==> config.mk <==
export PLATFORM = sky130hd
export DESIGN_NAME = nbdcache_mshr_file
export DESIGN_NICKNAME = d
export VERILOG_FILES = /design/src/rtl/nbdcache_mshr_file.sv
export SDC_FILE = /design/constraint.sdc
export NUM_CORES = 1
export LEC_CHECK = 0
export CAP_MARGIN = 10
export CELL_PAD_IN_SITES_DETAIL_PLACEMENT = 1
export CELL_PAD_IN_SITES_GLOBAL_PLACEMENT = 2
export CORE_UTILIZATION = 30
export DETAILED_ROUTE_END_ITERATION = 6
export PLACE_DENSITY_LB_ADDON = 0.1
export SLEW_MARGIN = 25
export SYNTH_ARGS = -nofsm -noshare
export SYNTH_HDL_FRONTEND = slang
export SYNTH_SLANG_ARGS = --single-unit
==> constraint.sdc <==
create_clock -name clk_i -period 21.6 [get_ports clk_i]
set_clock_uncertainty 0.2 [all_clocks]
set_input_delay 4.32 -clock clk_i [delete_from_list [all_inputs] [get_ports clk_i]]
set_output_delay 4.32 -clock clk_i [all_outputs]
set_load 0.02 [all_outputs]
==> src/rtl/nbdcache_mshr_file.sv <==
`default_nettype none
// ============================================================================
// Module   : nbdcache_mshr_file
// Purpose  : Multi-entry miss-status holding register file for the
//            non-blocking L1 data cache. NR_PORTS cache controllers share
//            NR_MSHR outstanding line misses. Entries are allocated one per
//            cycle under round-robin arbitration, issued to the miss handler
//            in allocation order, and freed by the miss handler's done
//            report.
// Ports    : clk_i/rst_i              clock, synchronous active-high reset
//            alloc_req/addr/we_i      per-port miss allocation requests
//            alloc_gnt_o/alloc_id_o   one-hot grant and allocated entry id
//            issue_*                  head-of-order entry to the miss handler
//            done_valid_i/done_id_i   refill completion for an ISSUED entry
//            lookup_addr_i            per-port probe address
//            addr_match_o/index_match_o  probe hits a live line / index
//            full_o/busy_o            no free entry / some live entry
// Revision : 1.0 - initial release
// ============================================================================
module nbdcache_mshr_file #(
  parameter int NR_PORTS    = 3,
  parameter int NR_MSHR     = 4,
  parameter int ADDR_WIDTH  = 56,
  parameter int INDEX_WIDTH = 12,
  parameter int BYTE_OFFSET = 4,
  parameter int ID_WIDTH    = $clog2(NR_MSHR)
) (
  input  logic                           clk_i,
  input  logic                           rst_i,
  input  logic [NR_PORTS-1:0]            alloc_req_i,
  input  logic [NR_PORTS*ADDR_WIDTH-1:0] alloc_addr_i,
  input  logic [NR_PORTS-1:0]            alloc_we_i,
  output logic [NR_PORTS-1:0]            alloc_gnt_o,
  output logic [ID_WIDTH-1:0]            alloc_id_o,
  output logic                           issue_valid_o,
  input  logic                           issue_ready_i,
  output logic [ADDR_WIDTH-1:0]          issue_addr_o,
  output logic                           issue_we_o,
  output logic [ID_WIDTH-1:0]            issue_id_o,
  input  logic                           done_valid_i,
  input  logic [ID_WIDTH-1:0]            done_id_i,
  input  logic [NR_PORTS*ADDR_WIDTH-1:0] lookup_addr_i,
  output logic [NR_PORTS-1:0]            addr_match_o,
  output logic [NR_PORTS-1:0]            index_match_o,
  output logic                           full_o,
  output logic                           busy_o
);

  localparam int c_line_w = ADDR_WIDTH - BYTE_OFFSET;
  localparam int c_idx_w  = INDEX_WIDTH - BYTE_OFFSET;
  localparam int c_rr_w   = (NR_PORTS > 1) ? $clog2(NR_PORTS) : 1;

  typedef enum logic [1:0] {
    ST_FREE       = 2'd0,
    ST_WAIT_ISSUE = 2'd1,
    ST_ISSUED     = 2'd2
  } entry_state_e;

  entry_state_e        r_state [NR_MSHR];
  logic [c_line_w-1:0] r_line  [NR_MSHR];
  logic [NR_MSHR-1:0]  r_we;
  logic [ID_WIDTH-1:0] r_fifo  [NR_MSHR];
  // One extra wrap bit on each pointer separates empty from full.
  logic [ID_WIDTH:0]   r_head;
  logic [ID_WIDTH:0]   r_tail;
  logic [c_rr_w-1:0]   r_rr;

  logic [NR_MSHR-1:0]  w_used;
  logic [NR_PORTS-1:0] w_elig;
  logic [c_line_w-1:0] w_port_line [NR_PORTS];
  logic [NR_PORTS-1:0] w_unused_bits;
  logic                w_grant;
  logic [c_rr_w-1:0]   w_gnt_port;
  logic [ID_WIDTH-1:0] w_free_id;
  logic [ID_WIDTH-1:0] w_head_id;
  logic                w_pop;

  generate
    for (genvar i = 0; i < NR_MSHR; i++) begin : g_used
      assign w_used[i] = (r_state[i] != ST_FREE);
    end
  endgenerate

  assign full_o = &w_used;
  assign busy_o = |w_used;

  // Per-port comparators: allocation eligibility plus the probe matches.
  generate
    for (genvar p = 0; p < NR_PORTS; p++) begin : g_port
      logic [c_line_w-1:0] w_look_line;
      logic [NR_MSHR-1:0]  w_alloc_hit;
      logic [NR_MSHR-1:0]  w_addr_hit;
      logic [NR_MSHR-1:0]  w_idx_hit;

      assign w_port_line[p] = alloc_addr_i[p*ADDR_WIDTH+BYTE_OFFSET +: c_line_w];
      assign w_look_line    = lookup_addr_i[p*ADDR_WIDTH+BYTE_OFFSET +: c_line_w];

      for (genvar i = 0; i < NR_MSHR; i++) begin : g_cmp
        assign w_alloc_hit[i] = w_used[i] && (r_line[i] == w_port_line[p]);
        assign w_addr_hit[i]  = w_used[i] && (r_line[i] == w_look_line);
        assign w_idx_hit[i]   = w_used[i] &&
                                (r_line[i][c_idx_w-1:0] == w_look_line[c_idx_w-1:0]);
      end

      // A second miss to a line already in flight would double-refill it.
      assign w_elig[p]        = alloc_req_i[p] && !(|w_alloc_hit);
      assign addr_match_o[p]  = |w_addr_hit;
      assign index_match_o[p] = |w_idx_hit;
      assign w_unused_bits[p] = ^{alloc_addr_i[p*ADDR_WIDTH +: BYTE_OFFSET],
                                  lookup_addr_i[p*ADDR_WIDTH +: BYTE_OFFSET]};
    end
  endgenerate

  // Round-robin search starting at r_rr (the port after the last grant).
  always_comb begin : b_arb
    int p;
    p          = 0;
    w_grant    = 1'b0;
    w_gnt_port = '0;
    for (int k = 0; k < NR_PORTS; k++) begin
      p = (int'(r_rr) + k) % NR_PORTS;
      if (!w_grant && w_elig[c_rr_w'(p)]) begin
        w_grant    = 1'b1;
        w_gnt_port = c_rr_w'(p);
      end
    end
    // Full is judged on pre-edge state; a same-cycle done does not help.
    if (full_o) begin
      w_grant = 1'b0;
    end
  end

  always_comb begin
    alloc_gnt_o             = '0;
    alloc_gnt_o[w_gnt_port] = w_grant;
  end

  // Lowest-index free entry (descending scan so the lowest wins).
  always_comb begin
    w_free_id = '0;
    for (int i = NR_MSHR - 1; i >= 0; i--) begin
      if (!w_used[i]) begin
        w_free_id = ID_WIDTH'(i);
      end
    end
  end

  assign alloc_id_o = w_grant ? w_free_id : '0;

  assign issue_valid_o = (r_head != r_tail);
  assign w_head_id     = r_fifo[r_head[ID_WIDTH-1:0]];
  assign issue_id_o    = issue_valid_o ? w_head_id : '0;
  assign issue_we_o    = issue_valid_o & r_we[w_head_id];
  assign issue_addr_o  = issue_valid_o ? {r_line[w_head_id], {BYTE_OFFSET{1'b0}}} : '0;
  assign w_pop         = issue_valid_o && issue_ready_i;

  // Done, issue and allocate touch entries in disjoint states (ISSUED,
  // WAIT_ISSUE, FREE), so all three may land on the same edge.
  always_ff @(posedge clk_i) begin
    if (rst_i) begin
      for (int i = 0; i < NR_MSHR; i++) begin
        r_state[i] <= ST_FREE;
        r_line[i]  <= '0;
        r_fifo[i]  <= '0;
      end
      r_we   <= '0;
      r_head <= '0;
      r_tail <= '0;
      r_rr   <= '0;
    end else begin
      if (done_valid_i && (r_state[done_id_i] == ST_ISSUED)) begin
        r_state[done_id_i] <= ST_FREE;
      end
      if (w_pop) begin
        r_state[w_head_id] <= ST_ISSUED;
        r_head             <= r_head + 1'b1;
      end
      if (w_grant) begin
        r_state[w_free_id]           <= ST_WAIT_ISSUE;
        r_line[w_free_id]            <= w_port_line[w_gnt_port];
        r_we[w_free_id]              <= alloc_we_i[w_gnt_port];
        r_fifo[r_tail[ID_WIDTH-1:0]] <= w_free_id;
        r_tail                       <= r_tail + 1'b1;
        r_rr <= (w_gnt_port == c_rr_w'(NR_PORTS - 1)) ? '0 : w_gnt_port + 1'b1;
      end
    end
  end

  logic w_unused;
  assign w_unused = ^w_unused_bits;

  // A done for an entry that was never issued is dropped by the logic above.
  a_done_legal: assert property (@(posedge clk_i) disable iff (rst_i)
    done_valid_i |-> (r_state[done_id_i] == ST_ISSUED))
    else $error("done_valid_i for an entry that is not ISSUED");

endmodule
`default_nettype wire

Word level (Yosys, flattened, before mapping). Memories as Yosys holds them, arrays and structs flattened. A register that Yosys moved wholly into a read port is not among the register bits. Cells that the tools add are included.

Memories kept: 3. Output and inout bits: 73. Flip-flop bits (word level): 12. Bits of input ports: 348. Logic and storage cells: 200. RAM bits: 224.

Order comparisons: 9. Divide/modulo/power cells: 3. Multiplexer cells: 64. Equality and inequality tests: 39. $add $sub $neg: 5. Reduce and logical (&&, ||, !) cells: 70. Bitwise logic cells: 3.

Memory list: r_line (depth 4, width 52, read ports 5, clocked after Yosys merged registers in 0, write ports 4, RTL line 60) `logic [c_line_w-1:0] r_line [NR_MSHR];`; r_fifo (depth 4, width 2, read ports 1, clocked after Yosys merged registers in 1, write ports 4, RTL line 62) `logic [ID_WIDTH-1:0] r_fifo [NR_MSHR];`; r_state (depth 4, width 2, read ports 5, clocked after Yosys merged registers in 0, write ports 4, RTL line 59) `entry_state_e r_state [NR_MSHR];`.

Operators by type and width (number): 52-bit == test (24); 52-bit 2-to-1 mux (3); 52-bit binary-select mux with 2-bit select (1); 8-bit == test (12); 32-bit by 3-bit remainder unit with 32-bit output (second input constant) (2); 56-bit 2-to-1 mux (1); 52-bit OR reduction (1); 1-bit logical AND (45); 2-bit 2-to-1 mux (21); 4-bit OR reduction (10); 3-bit by 3-bit remainder unit with 32-bit output (second input constant) (1); 1-bit 2-to-1 mux (30); 2-bit by 4-bit < comparator with 1-bit output (second input constant) (3); 1-bit binary-select mux with 2-bit select (5); 2-bit by 3-bit < comparator with 1-bit output (second input constant) (3); 2-bit nonzero test (4); 2-bit OR reduction (4); 3-bit by 1-bit adder with 3-bit output (second input constant) (2); 1-bit logical NOT (5); 4-bit bitwise mux (1); 1-bit demux with 2-bit select (2); 2-bit == test (second input constant) (2); 2-bit by 1-bit greater-or-equal comparator with 1-bit output (second input constant) (2); 4-bit AND reduction (1); 8 further kinds (8).

Longest topological paths before layout.
Word-level depth: 21. Depth in mapped cells: 14. Mapped depth without buffers: 10.

Worst setup path before layout. OpenSTA, ideal clock, no wires.

Kind: input-to-output. Start: input alloc_addr_i[22]. End: output alloc_gnt_o[1]. Data arrival time: 7.098 ns. Path buffers: 3. Stages: 13. Setup slack: 9.982 ns. Data required time: 17.080 ns. Path through: clkbuf_1 > xnor2_1 > nand4_1 > nor4_1 > nand4_1 > o41ai_2 > nor4b_1 > a211oi_1 > and3_1 > buf_4 > buf_4 > nand3_1 > inv_1.

Longest elaborated chain between the ends: 20. Elaborated cells on any way between the ends: 37. Those cells by class: 2 x order compare; 4 x eq/ne; 18 x mux; 1 x bitwise; 12 x reduce/logical.

RTL lines: start: declaration (RTL line 31) `input logic [NR_PORTS*ADDR_WIDTH-1:0] alloc_addr_i,`; 52-bit == test (RTL line 99) `assign w_alloc_hit[i] = w_used[i] && (r_line[i] == w_port_line[p]);`; 1-bit logical AND (RTL line 99); 4-bit OR reduction (*) (RTL line 106) `assign w_elig[p] = alloc_req_i[p] && !(|w_alloc_hit);`; 1-bit logical NOT (*) (RTL line 106); 1-bit logical AND (*) (RTL line 106); 1-bit binary-select mux with 2-bit select (RTL line 122) `if (!w_grant && w_elig[c_rr_w'(p)]) begin`; 1-bit 2-to-1 mux (implied by the code) (2 in series) (RTL line 122); 1-bit 2-to-1 mux (RTL line 122); (+3 left out); 1-bit logical NOT (RTL line 122); 1-bit logical AND (RTL line 122); 2-bit 2-to-1 mux (RTL line 122); 2-bit by 3-bit < comparator with 1-bit output (implied by the code) / 2-bit by 1-bit greater-or-equal comparator with 1-bit output (equally long branches) (RTL line 135) `alloc_gnt_o[w_gnt_port] = w_grant;`; 1-bit logical AND (implied by the code) (RTL line 135); 1-bit 2-to-1 mux (implied by the code) (RTL line 135); 1-bit demux with 2-bit select (RTL line 135); 3-bit AND (no source line) (*); end: declaration (RTL line 33) `output logic [NR_PORTS-1:0] alloc_gnt_o,`.

Mark *: on every way between the ends. The rest lies on a longest branch, timed or not. The select of a mux whose other input is x is not followed.

Worst setup path in the final report.
Start: input alloc_addr_i[23]. End: output alloc_gnt_o[1].

Same word-level chain as after synthesis.

==> out/results.ini <==
[status]
outcome=finished clean

[clock_tree]
cts_tree=yes
numClockSinks=238
clk_path_buf_depth=3
cts_root_buf=clkbuf_16
ctsHtreeMaxLevel=2
cts_inserted_buffers=34
cts_resized=0
cts_setup_buffers=0
clk_pin_slew_ns=0.06
clkLatencyLatePin_ns=0.59
hold_buffers=0

[floorplanning]
die_y_um=312.9
pin_count=421
initial_utilization_pct=30.39
rows=113
die_x_um=312.9
die_area_sq_um=97920
core-area_sq_um=95440

[place]
globalplace.congestion=1.110
dpl_cell_area_sq_um=34350
place_hpwl_um=195500
portBuffers=392

[worst_setup_path]
worstPathArrival_ns=10.58
critPathTopFamily=simple AND/OR/NAND/NOR gates
worstRegToRegCells=12
worstPathRequired_ns=17.08
rrSetupSlack_ns=14.95
r2r_end=r_line[2][33]$_SDFFCE_PN0P_
slowest_stage=clkdlybuf4s50_1
crit_path_start_kind=input pin
crit_path_max_incr_delay_ns=0.94
cp-end-kind=output port
r2r-start=r_line[3][19]$_DFFE_PP_
path_cells=clkdlybuf4s50_1, xnor2_1, nand4_1, nor4_1, nand4_1, o22ai_1, nor4b_1, a211oi_1, and3_4, nand3_1, inv_1, clkdlybuf4s50_1
cp_max_fo=28
crit_type=in -> out
cp.buffers_inverters=3

[grt]
grt_pass1_vias=31150
grt_pass1_wl_um=328700
met1_usage_pct=62.06
top_usage_layer=met2
met3_usage_pct=23.45
grt_use_met2_pct=70.81
grt_antenna_before_repair=21
grt_max_degree=55
overflow=0
gr-usage-all-layers_pct=52.12

[sta]
max_clock_freq_mhz=66.21
period_share_pct=69.93
maxSlewViolCount=0
setup_viol=0
relSlewSlack_pct=16.38
worst_pin_slew_ns=1.254
fin_crit_ns=15.10
fin_tns_setup_ns=0
hold_slack_ns=0.2817
finalHoldViolCount=0
rsz0062_at_grt=false

[yosys]
synth_cell_types=70
yosys.area.top_type=edfxtp_1
synth_top_area_share_pct=22.37
yosysWarnings=0
synthArstFlopShare_pct=0
synth_edf_count=216
synthesis.area_sq_um=29000
synth_area_leaders=edfxtp_1, xnor2_1, xor2_1, nand4_1, clkbuf_1
syn-instance-count=3293
avgSynthCellArea_sq_um=8.807
yosys_register_bits=238
ys_seq_area_share_pct=23.88
synth-main-ff-cell=edfxtp_1

[pwr]
p_total_mw=4.820
p_per_area_nw_per_um2=135.8
ir_drop_mv=0.09842
p_leak_nw=12.23

[detailed_routing]
drtPass1Iterations=6
drtIter0Drc=5661
via_per_inst=6.762
route.detailed.drc=0
detail-route-antenna-nets=0
route.vias.total=32210
wl_um=262800
post_drt_wl_per_cell_um=55.17

[layout]
layout_commonest_cell=xnor2_1
stdcell_area_sq_um=35500
fin_util_pct=37.19
fillers=10860
drive_above_1_share_pct=11.99
syn_to_final_growth_pct=22.39
nets=3816
final_cell_mix=xnor2_1, xor2_1, clkdlybuf4s50_1

[run]
cap_violations=0

[hold_path]
hp-class=reg -> reg
hold_depth=2
hp-start=r_rr[0]$_SDFFE_PP0P_
whs_endpoint=r_rr[0]$_SDFFE_PP0P_

-- metal layers --
metal	part of all wire, %	up-vias	wire [um]
met5	0.17	-	452
met1	37	16340	96050
li1	-	11700	-
met4	10	18	26650
met3	14	984	37770
met2	39	3174	101900
-- power breakdown --
group / leakage (nW) / internal, mW / total [mW] / switching [mW]
combinational: 9.25 / 1.05 / 3.27 / 2.22
sequential: 2.45 / 0.673 / 0.974 / 0.301
clock: 0.527 / 0.319 / 0.572 / 0.253
total: 12.2 / 2.05 / 4.82 / 2.77
-- cell type report --
cell class,instances,area (sq um),area share (%)
Clock inverter,24,241.5,0.6803
Antenna cell,11,27.53,0.07755
Multi-Input combinational cell,2494,19910,56.10
Clock buffer,35,854.6,2.408
Sequential cell,238,6927,19.51
Inverter,78,292.8,0.8248
Tap cell,1265,1583,4.459
Timing Repair Buffer,618,5658,15.94
-- worst max path at each step --
| stage | startpoint | end | cells after the start |
|---|---|---|---|
| after floorplan | alloc_addr_i[22] | alloc_gnt_o[1] | 13 |
| after global placement | alloc_addr_i[159] | alloc_gnt_o[1] | 12 |
| after detailed placement | alloc_addr_i[23] | alloc_gnt_o[1] | 12 |
| after CTS | alloc_addr_i[23] | alloc_gnt_o[1] | 12 |
| after global routing | alloc_addr_i[23] | alloc_gnt_o[1] | 12 |
| final | alloc_addr_i[23] | alloc_gnt_o[1] | 12 |
-- cell usage after synthesis (all sizes together), types with 6 or more instances --
| master | instances |
|---|---|
| inv | 77 |
| xor2 | 505 |
| nor2 | 249 |
| o31ai | 7 |
| edfxtp | 216 |
| nand4 | 240 |
| clkbuf | 400 |
| nor4 | 207 |
| or4 | 6 |
| nor2b | 96 |
| and3 | 7 |
| a2111oi | 10 |
| o21ai | 15 |
| o2111ai | 10 |
| nor3 | 37 |
| a221oi | 71 |
| buf | 86 |
| nand2b | 82 |
| nand2 | 44 |
| mux4 | 55 |
| xnor2 | 615 |
| nor4b | 8 |
| a22oi | 7 |
| dfxtp | 22 |
| a21oi | 12 |
| and2 | 56 |
| nand3 | 47 |
| o22ai | 25 |
-- flip-flops by register name, summed over array words and instances, names as in the netlist, named ones only --
register / count
r_state: 8
r_head: 3
r_rr: 2
r_fifo: 8
r_we: 4
r_tail: 3
r_line: 208
-- logic make-up after synthesis --
group,synth area share [%]
AOI/OAI and AO/OA,8.663
xor gates and xnor gates,33.82
adders and majority gates,0.1726
buffers and inverters,7.856
DFF,23.88
muxes,4.379
other,0.01293
and+or+nand+nor,21.21
-- worst reg2reg max path: cells and delay by family, from the launching register on --
kind            cells  cell delay, ns
flops               1            0.47
compound gates      3            1.82
xor+xnor            1            0.70
simple gates        6            2.19
buf+inv             2            1.11
-- per-stage QoR --
step	worst slack, ns	std cells
2_1_floorplan	9.982	3296
3_3_place_gp	6.990	4688
3_5_place_dp	6.997	4692
4_1_cts	6.967	4751
5_1_grt	6.656	4754
6_report	6.496	4763
(Power assumes the default switching activity.)
